==> src/rtl/mmio_pkg.sv <==
// Shared definitions for the memory-mapped machine timer: register map, CTRL layout, window base.
package mmio_pkg;

    typedef enum logic [2:0] {
        RegMtimeLo = 3'd0,
        RegMtimeHi = 3'd1,
        RegCmpLo   = 3'd2,
        RegCmpHi   = 3'd3,
        RegCtrl    = 3'd4
    } reg_addr_e;

    localparam int unsigned CtrlRunBit = 0;
    localparam int unsigned CtrlDivLsb = 8;
    localparam int unsigned CtrlDivW   = 8;

    localparam logic [31:0] TimerBase = 32'h0200_4000;

    // Byte-lane merge: lanes with be set take new_val, the rest keep old_val.
    function automatic logic [31:0] apply_be(logic [31:0] old_val, logic [31:0] new_val,
                                             logic [3:0] be);
        logic [31:0] res;
        res = old_val;
        for (int i = 0; i < 4; i++) begin
            if (be[i]) res[8*i +: 8] = new_val[8*i +: 8];
        end
        return res;
    endfunction

endpackage

==> src/rtl/timer_prescaler.sv <==
// Tick generator for mtime: one tick every div_i+1 cycles while run_i is high; clr_i restarts count.
module timer_prescaler #(
    parameter int unsigned PrescW = 8
) (
    input  logic              clk_i,
    input  logic              rst_ni,
    input  logic [PrescW-1:0] div_i,
    input  logic              run_i,
    input  logic              clr_i,
    output logic              tick_o
);

    logic [PrescW-1:0] presc_q, presc_d;

    assign tick_o = run_i && (presc_q == div_i);

    always_comb begin
        presc_d = presc_q;
        if (clr_i || tick_o) begin
            presc_d = '0;
        end else if (run_i) begin
            presc_d = presc_q + PrescW'(1);
        end
    end

    always_ff @(posedge clk_i or negedge rst_ni) begin
        if (!rst_ni) begin
            presc_q <= '0;
        end else begin
            presc_q <= presc_d;
        end
    end

endmodule

==> src/rtl/mmio_timer.sv <==
// Memory-mapped 64-bit machine timer with compare interrupt and 1-cycle read latency.
// Define TIMER_SNAPSHOT_EN to make MTIME_HI reads return the high word latched by the last LO read.
module mmio_timer
    import mmio_pkg::*;
#(
    parameter int unsigned PrescW = 8,
    parameter int unsigned RstDiv = 0
) (
    input  logic        clk_i,
    input  logic        rst_ni,
    input  logic        en_i,
    input  logic [3:0]  we_i,
    input  logic [2:0]  addr_i,
    input  logic [31:0] wdata_i,
    output logic [31:0] rdata_o,
    output logic        timer_int_o
);

    logic [63:0]       mtime_q, mtime_d, mtime_inc;
    logic [63:0]       cmp_q, cmp_d;
    logic              run_q, run_d;
    logic [PrescW-1:0] div_q, div_d;
    logic [31:0]       rdata_q, rdata_d;
    logic              timer_int_q, timer_int_d;
    logic [31:0]       ctrl_rd;
    logic              tick, wr, rd, ctrl_wr;
    reg_addr_e         addr;
`ifdef TIMER_SNAPSHOT_EN
    logic [31:0]       hi_snap_q, hi_snap_d;
`endif

    assign addr = reg_addr_e'(addr_i);
    assign wr   = en_i && (we_i != 4'b0000);
    assign rd   = en_i && (we_i == 4'b0000);

    timer_prescaler #(
        .PrescW (PrescW)
    ) u_prescaler (
        .clk_i  (clk_i),
        .rst_ni (rst_ni),
        .div_i  (div_q),
        .run_i  (run_q),
        .clr_i  (ctrl_wr),
        .tick_o (tick)
    );

    always_comb begin
        ctrl_rd = '0;
        ctrl_rd[CtrlRunBit] = run_q;
        ctrl_rd[CtrlDivLsb +: CtrlDivW] = CtrlDivW'(div_q);
    end

    always_comb begin
        mtime_inc = mtime_q + 64'(tick);
        mtime_d   = mtime_inc;
        cmp_d     = cmp_q;
        run_d     = run_q;
        div_d     = div_q;
        ctrl_wr   = 1'b0;
        rdata_d   = rdata_q;
`ifdef TIMER_SNAPSHOT_EN
        hi_snap_d = hi_snap_q;
`endif
        // Written lanes override the incremented value; unwritten lanes keep the tick.
        if (wr) begin
            case (addr)
                RegMtimeLo: mtime_d[31:0]  = apply_be(mtime_inc[31:0], wdata_i, we_i);
                RegMtimeHi: begin
                    mtime_d[63:32] = apply_be(mtime_inc[63:32], wdata_i, we_i);
`ifdef TIMER_SNAPSHOT_EN
                    hi_snap_d = mtime_d[63:32];
`endif
                end
                RegCmpLo:   cmp_d[31:0]    = apply_be(cmp_q[31:0], wdata_i, we_i);
                RegCmpHi:   cmp_d[63:32]   = apply_be(cmp_q[63:32], wdata_i, we_i);
                RegCtrl: begin
                    ctrl_wr = 1'b1;
                    if (we_i[CtrlRunBit / 8]) run_d = wdata_i[CtrlRunBit];
                    if (we_i[CtrlDivLsb / 8]) div_d = PrescW'(wdata_i[CtrlDivLsb +: CtrlDivW]);
                end
                default: ;
            endcase
        end
        // Reads return pre-edge state, so the same-cycle tick is not visible.
        if (rd) begin
            case (addr)
                RegMtimeLo: begin
                    rdata_d = mtime_q[31:0];
`ifdef TIMER_SNAPSHOT_EN
                    hi_snap_d = mtime_q[63:32];
`endif
                end
`ifdef TIMER_SNAPSHOT_EN
                RegMtimeHi: rdata_d = hi_snap_q;
`else
                RegMtimeHi: rdata_d = mtime_q[63:32];
`endif
                RegCmpLo:   rdata_d = cmp_q[31:0];
                RegCmpHi:   rdata_d = cmp_q[63:32];
                RegCtrl:    rdata_d = ctrl_rd;
                default:    rdata_d = '0;
            endcase
        end
        timer_int_d = (mtime_d >= cmp_d);
    end

    always_ff @(posedge clk_i or negedge rst_ni) begin
        if (!rst_ni) begin
            mtime_q     <= '0;
            cmp_q       <= '1;
            run_q       <= 1'b0;
            div_q       <= PrescW'(RstDiv);
            rdata_q     <= '0;
            timer_int_q <= 1'b0;
        end else begin
            mtime_q     <= mtime_d;
            cmp_q       <= cmp_d;
            run_q       <= run_d;
            div_q       <= div_d;
            rdata_q     <= rdata_d;
            timer_int_q <= timer_int_d;
        end
    end

`ifdef TIMER_SNAPSHOT_EN
    always_ff @(posedge clk_i or negedge rst_ni) begin
        if (!rst_ni) begin
            hi_snap_q <= '0;
        end else begin
            hi_snap_q <= hi_snap_d;
        end
    end
`endif

    assign rdata_o     = rdata_q;
    assign timer_int_o = timer_int_q;

endmodule

==> config.mk <==
export PLATFORM = sky130hd
export DESIGN_NAME = mmio_timer
export DESIGN_NICKNAME = d
export VERILOG_FILES = /design/src/rtl/mmio_pkg.sv /design/src/rtl/timer_prescaler.sv /design/src/rtl/mmio_timer.sv
export SDC_FILE = /design/constraint.sdc
export NUM_CORES = 1
export LEC_CHECK = 0
export BUFFER_PORTS_ARGS = -buffer_cell sky130_fd_sc_hd__buf_2
export CAP_MARGIN = 5
export CORE_ASPECT_RATIO = 1.1
export CORE_MARGIN = 2
export CORE_UTILIZATION = 40
export CTS_CLUSTER_DIAMETER = 100
export DETAILED_ROUTE_END_ITERATION = 16
export GPL_TIMING_DRIVEN = 0
export PLACE_DENSITY = 0.63
export SLEW_MARGIN = 20
export SYNTH_ARGS = -nofsm -noshare
export SYNTH_HDL_FRONTEND = slang
export SYNTH_SLANG_ARGS = --single-unit
==> constraint.sdc <==
create_clock -name clk_i -period 10.6 [get_ports clk_i]
set_input_delay 1.59 -clock clk_i [delete_from_list [all_inputs] [get_ports clk_i]]
set_output_delay 1.59 -clock clk_i [all_outputs]
set_load 0.01 [all_outputs]
* Yosys cells after proc, flatten, opt, wreduce, memory -nomap -nowiden *
Index checks and enable logic that the tools add are counted.

word-level totals
  register bits after elaboration = 178
  input bits = 42
  output and inout bits = 33
  logic and storage cells = 52

cells by class
  add/sub/neg operators = 2
  $lt $le $gt $ge = 1
  equal/unequal tests = 5
  mux-type cells = 27
  reduce and logical (&&, ||, !) cells = 10

operator list
  cell                                                             number
  32-bit case mux with 5 select lines                              1
  8-bit two-way mux                                                18
  32-bit two-way mux                                               4
  64-bit two-way mux                                               2
  64-bit by 1-bit adder with 64-bit output                         1
  64-bit >= comparator                                             1
  8-bit by 1-bit adder with 8-bit output, second input constant    1
  8-bit == test                                                    1
  3-bit by 2-bit == test with 1-bit output, second input constant  2
  3-bit AND reduction                                              2
  4-bit logical NOT                                                1
  4-bit nonzero test                                               1
  3-bit by 1-bit == test with 1-bit output, second input constant  1
  3-bit == test, second input constant                             1
  1-bit logical AND                                                3
  3-bit logical NOT                                                1
  1-bit two-way mux                                                2
  2-bit nonzero test                                               1
  1-bit logical OR                                                 1

* Logic depth before layout (Yosys ltp) *
  depth in word-level cells = 7
  depth in mapped cells = 21
  mapped depth without buffers = 21

* By module *
A second synthesis with hierarchy kept.

unflattened totals
  cell total of the unflattened synthesis = 1029
  area total of the unflattened synthesis = 10373.7 µm²

by module, submodules not included
  module           times used  cells an instance  area an instance (µm²)  seq. area each (µm²)
  mmio_timer       1           981                9878.2                  4334.2
  timer_prescaler  1           48                 495.5                   200.2

* Worst setup path after synthesis *
Ideal clock, no wire load.

  path type = input to register
  from = input addr_i[2]
  to = register timer_int_q (netlist: timer_int_o)
  setup time = 0.139 ns
  arrival = 4.950 ns
  path slack = 5.512 ns
  stages on the path = 17
  cell sequence = clkbuf_1 > nor2b_1 > clkbuf_1 > and2_1 > buf_2 > and3_1 > clkbuf_1 > mux2_2 > inv_1 > ha_1 > a21oi_1 > nand2_1 > a221o_1 > a211o_1 > nor4_1 > a21oi_1 > or4_1

between the ends
  longest elaborated chain between the ends = 4
  elaborated cells between the ends (all ways) = 11
  classes of those cells = 1 x order compare; 3 x eq/ne; 6 x mux; 1 x reduce/logical

RTL lines
  what                                      line               source
  start: declaration                        mmio_timer.sv:13   input logic [2:0] addr_i,
  3-bit by 2-bit == test with 1-bit output  mmio_timer.sv:66   case (addr)
  32-bit two-way mux                        mmio_timer.sv:66
  64-bit two-way mux                        mmio_timer.sv:65   if (wr) begin
  via cmp_d[46]                             mmio_timer.sv:20   logic [63:0] cmp_q, cmp_d;
  64-bit >= comparator                      mmio_timer.sv:104  timer_int_d = (mtime_d >= cmp_d);
  via timer_int_d                           mmio_timer.sv:24   logic timer_int_q, timer_int_d;
  end signal: assignment                    mmio_timer.sv:121  timer_int_q <= timer_int_d;
  end: declaration                          mmio_timer.sv:24

The timed path passes the listed nets, and every way through them passes these cells.
A chain may end at the register's enable or synchronous reset.

* Worst setup path in the final report *
  from = register u_prescaler.presc_q[0]
  to = register timer_int_q (netlist: timer_int_o)

between the ends
  longest elaborated chain between the ends = 7
  elaborated cells between the ends (all ways) = 15
  classes of those cells = 1 x add/sub; 1 x order compare; 1 x eq/ne; 11 x mux; 1 x reduce/logical

RTL lines
  what                                        line                   source
  start: declaration                          timer_prescaler.sv:13  logic [PrescW-1:0] presc_q, presc_d;
  start signal: assignment                    timer_prescaler.sv:30  presc_q <= presc_d;
  8-bit == test *                             timer_prescaler.sv:15  assign tick_o = run_i && (presc_q == div_i);
  1-bit logical AND *                         timer_prescaler.sv:15
  64-bit by 1-bit adder with 64-bit output *  mmio_timer.sv:54       mtime_inc = mtime_q + 64'(tick);
  8-bit two-way mux                           mmio_pkg.sv:24         if (be[i]) res[8*i +: 8] = new_val[8*i +: 8];
  32-bit two-way mux                          mmio_timer.sv:66
  64-bit two-way mux *                        mmio_timer.sv:65
  via mtime_d[46]                             mmio_timer.sv:19       logic [63:0] mtime_q, mtime_d, mtime_inc;
  64-bit >= comparator *                      mmio_timer.sv:104
  via timer_int_d                             mmio_timer.sv:24

The timed path passes the listed nets; every way through them passes the cells marked *.

==> impl_metrics.env <==
export IMPL_cts_buffers=17
export IMPL_num_rows=61
export IMPL_place_congestion=0.873
export IMPL_drive_gt1_frac=0.237
export IMPL_powerDensity_nw_per_um2=198
export IMPL_finalMaxSlewViolations=0
export IMPL_crit_required_ns=10.91
export IMPL_status="complete, no violations"
export IMPL_wl_um=29300
export IMPL_overflow=0
export IMPL_min_delay_path_class="reg2reg"
export IMPL_ys_flop_type="dfrtp_1"
export IMPL_max_cap_violations=0
export IMPL_drt_initial_drc_count=538
export IMPL_clkSinkCount=178
export IMPL_syn_area_um2=10300
export IMPL_endpoint_kind="flop"
export IMPL_wl_per_cell_um=19.8
export IMPL_fin_worst_skew_ns=0.0150
export IMPL_finalSetupTns_ns=0
export IMPL_worst_slew_pin_slew_ns=0.857
export IMPL_grt_pass1_wl_um=46600
export IMPL_start_kind="flop"
export IMPL_power_leakage_nw=5.02
export IMPL_timing_final_crit_share=0.545
export IMPL_relSlewSlack=0.426
export IMPL_drc=0
export IMPL_ir_drop_v=0.0000910
export IMPL_place_hpwl_um=22200
export IMPL_cts_root_buf="clkbuf_16"
export IMPL_antennaDiodeCount=0
export IMPL_synth_warning_count=0
export IMPL_ys_ff_latch=178
export IMPL_period_minus_slack_ns=5.78
export IMPL_power_w=0.00233
export IMPL_grt_pass1_vias=8248
export IMPL_firstDrtPassIters=5
export IMPL_initial_core_util=0.408
export IMPL_clk_latency_ns=0.45
export IMPL_synth_async_reset_ratio=1.00
export IMPL_synth_avg_cell_area_um2=10.1
export IMPL_synth_largest_area_cell="dfrtp_1"
export IMPL_yosys_area_top_type_share=0.276
export IMPL_grt_busiest_layer="met2"
export IMPL_nets=1229
export IMPL_synth_nets=1136
export IMPL_track_usage=0.223
export IMPL_synth_edf_count=0
export IMPL_grt_antenna_before_repair=0
export IMPL_syn_to_final_growth_pct=14.1
export IMPL_synth_seq_area_share=0.439
export IMPL_cts_tree="built"
export IMPL_rsz0062_at_grt="no"
export IMPL_postSynthCellCount=1027
export IMPL_die_w_um=157
export IMPL_htree_levels=4
export IMPL_finalHoldViolations=0
export IMPL_cts_resized=0
export IMPL_crit_path_max_fanout=10
export IMPL_vias=8302
export IMPL_synth_distinct_cells=49
export IMPL_drtAntennaViolNets=0
export IMPL_met1_usage=0.299
export IMPL_worstPathArrival_ns=6.09
export IMPL_grt_max_degree=78
export IMPL_num_io_pins=75
export IMPL_core_um2=25300
export IMPL_grt_use_met2=0.362
export IMPL_finalSetupViolations=0
export IMPL_cts_hold_buf=0
export IMPL_fmax_mhz=173
export IMPL_via_per_inst=5.61
export IMPL_path_class="reg2reg"
export IMPL_die_h_um=173
export IMPL_cts_max_path_buffers=2
export IMPL_met3_usage=0.0321
export IMPL_post_cts_buffers=0
export IMPL_portBuffers=72
export IMPL_synth_area_leaders="dfrtp_1, dfstp_2, mux2_2"
export IMPL_fill_cells=2444
export IMPL_clk_pin_slew_worst_paths_ns=0.07
export IMPL_die_area_um2=27100
==> cells in the mapped netlist, types with 32 or more instances <==
master	n
clkbuf_1	44
nor2_1	68
nand4_1	34
a21oi_1	66
a22o_1	32
dfrtp_1	114
dfstp_2	64
inv_1	69
nand2_1	73
nand3_1	41
ha_1	67
xor2_1	51
mux2_2	84
o21ai_0	39
==> final timing paths <==
kind	start	end	slack, ns	cells past startpoint
setup / recovery	u_prescaler.presc_q[0]	timer_int_o	4.82	20
max in group asynchronous	rst_ni	cmp_q[17]	8.88	2
min in group asynchronous	rst_ni	rdata_o[2]	1.01	1
hold reg to reg	rdata_o[2]	rdata_o[2]	0.47	2
setup reg to reg	u_prescaler.presc_q[0]	timer_int_o	4.82	20
hold / removal	rdata_o[2]	rdata_o[2]	0.47	2
==> layout make-up <==
| class | count | area (um^2) | share of cell area |
|---|---|---|---|
| clock buffers | 21 | 470 | 0.0399 |
| multi-input cells | 732 | 5360 | 0.454 |
| repair buffers | 74 | 425 | 0.0361 |
| plain buffers | 48 | 184 | 0.0156 |
| well taps | 346 | 433 | 0.0367 |
| flip-flops and latches | 178 | 4530 | 0.385 |
| inverters | 69 | 259 | 0.0220 |
| clock inverters | 11 | 128 | 0.0108 |
==> worst max-delay path, stage by stage, from the launching register on <==
cell	delay [ns]
dfrtp_1	0.45
xor2_1	0.18
nor4_1	0.34
and3_1	0.27
ha_1	0.30
ha_1	0.29
nand4_1	0.26
nor4_4	0.54
and4_1	0.25
buf_2	0.31
nand4_1	0.15
xor2_1	0.16
a21oi_1	0.19
ha_1	0.29
a21oi_1	0.17
nand2_1	0.09
a221o_1	0.36
a211o_1	0.32
nor4_1	0.17
a21oi_1	0.11
or4_1	0.45
==> layout by cell type, fill, tap and decap left out, drive strengths merged, types with 4 or more instances in the layout <==
master    instances
dfrtp           114
mux2             84
buf              78
nand2            73
inv              71
nor2             68
ha               67
a21oi            67
clkbuf           65
dfstp            64
xor2             51
o21ai            48
nand3            41
nand4            34
a22o             32
xnor2            26
and3             24
a221oi           23
a22oi            18
a21o              9
o22ai             9
nor4              9
nor2b             7
and4              6
clkinvlp          6
and2              6
nor3              5
mux2i             4
==> state kept, by name, indices dropped and copies added, names as in the netlist <==
register / flops
cmp_q: 64
mtime_q: 64
rdata_o: 32
div_q: 8
u_prescaler.presc_q: 8
run_q: 1
timer_int_o: 1
==> routing by layer <==
layer | vias to the layer above | part of all wire
met5 | - | 0
met4 | 0 | 0.033
met3 | 67 | 0.050
met2 | 246 | 0.48
met1 | 4110 | 0.44
li1 | 3879 | -
==> kinds of logic after synthesis <==
group                    after synthesis  share of synthesized area
multiplexers                          88                     0.0954
AND/OR/NAND/NOR                      284                      0.140
adder cells (fa/ha/maj)               67                     0.0812
flip-flops                           178                      0.439
buffers and inverters                117                     0.0429
XOR/XNOR                              77                     0.0653
AO/OA/AOI/OAI                        216                      0.136
==> where the power goes <==
| group | internal (W) | switching, W |
|---|---|---|
| registers | 0.000872 | 0.000142 |
| clock network | 0.000367 | 0.000283 |
| logic | 0.000308 | 0.000361 |
==> metrics by stage <==
step / instances / setup WS, ns / utilization / hold WS [ns] / instance area (um^2)
global route: 1479 / 4.43 / 0.465 / 0.504 / 11800
global placement: 1445 / 4.65 / 0.439 / 0.459 / 11100
detailed placement: 1447 / 4.73 / 0.442 / 0.469 / 11200
CTS: 1479 / 4.80 / 0.465 / 0.483 / 11800
finish: 1479 / 4.82 / 0.465 / 0.473 / 11800
floorplan: 1027 / 5.51 / - / 0.516 / 10300
Note: power is estimated with default switching activity, not from simulation.
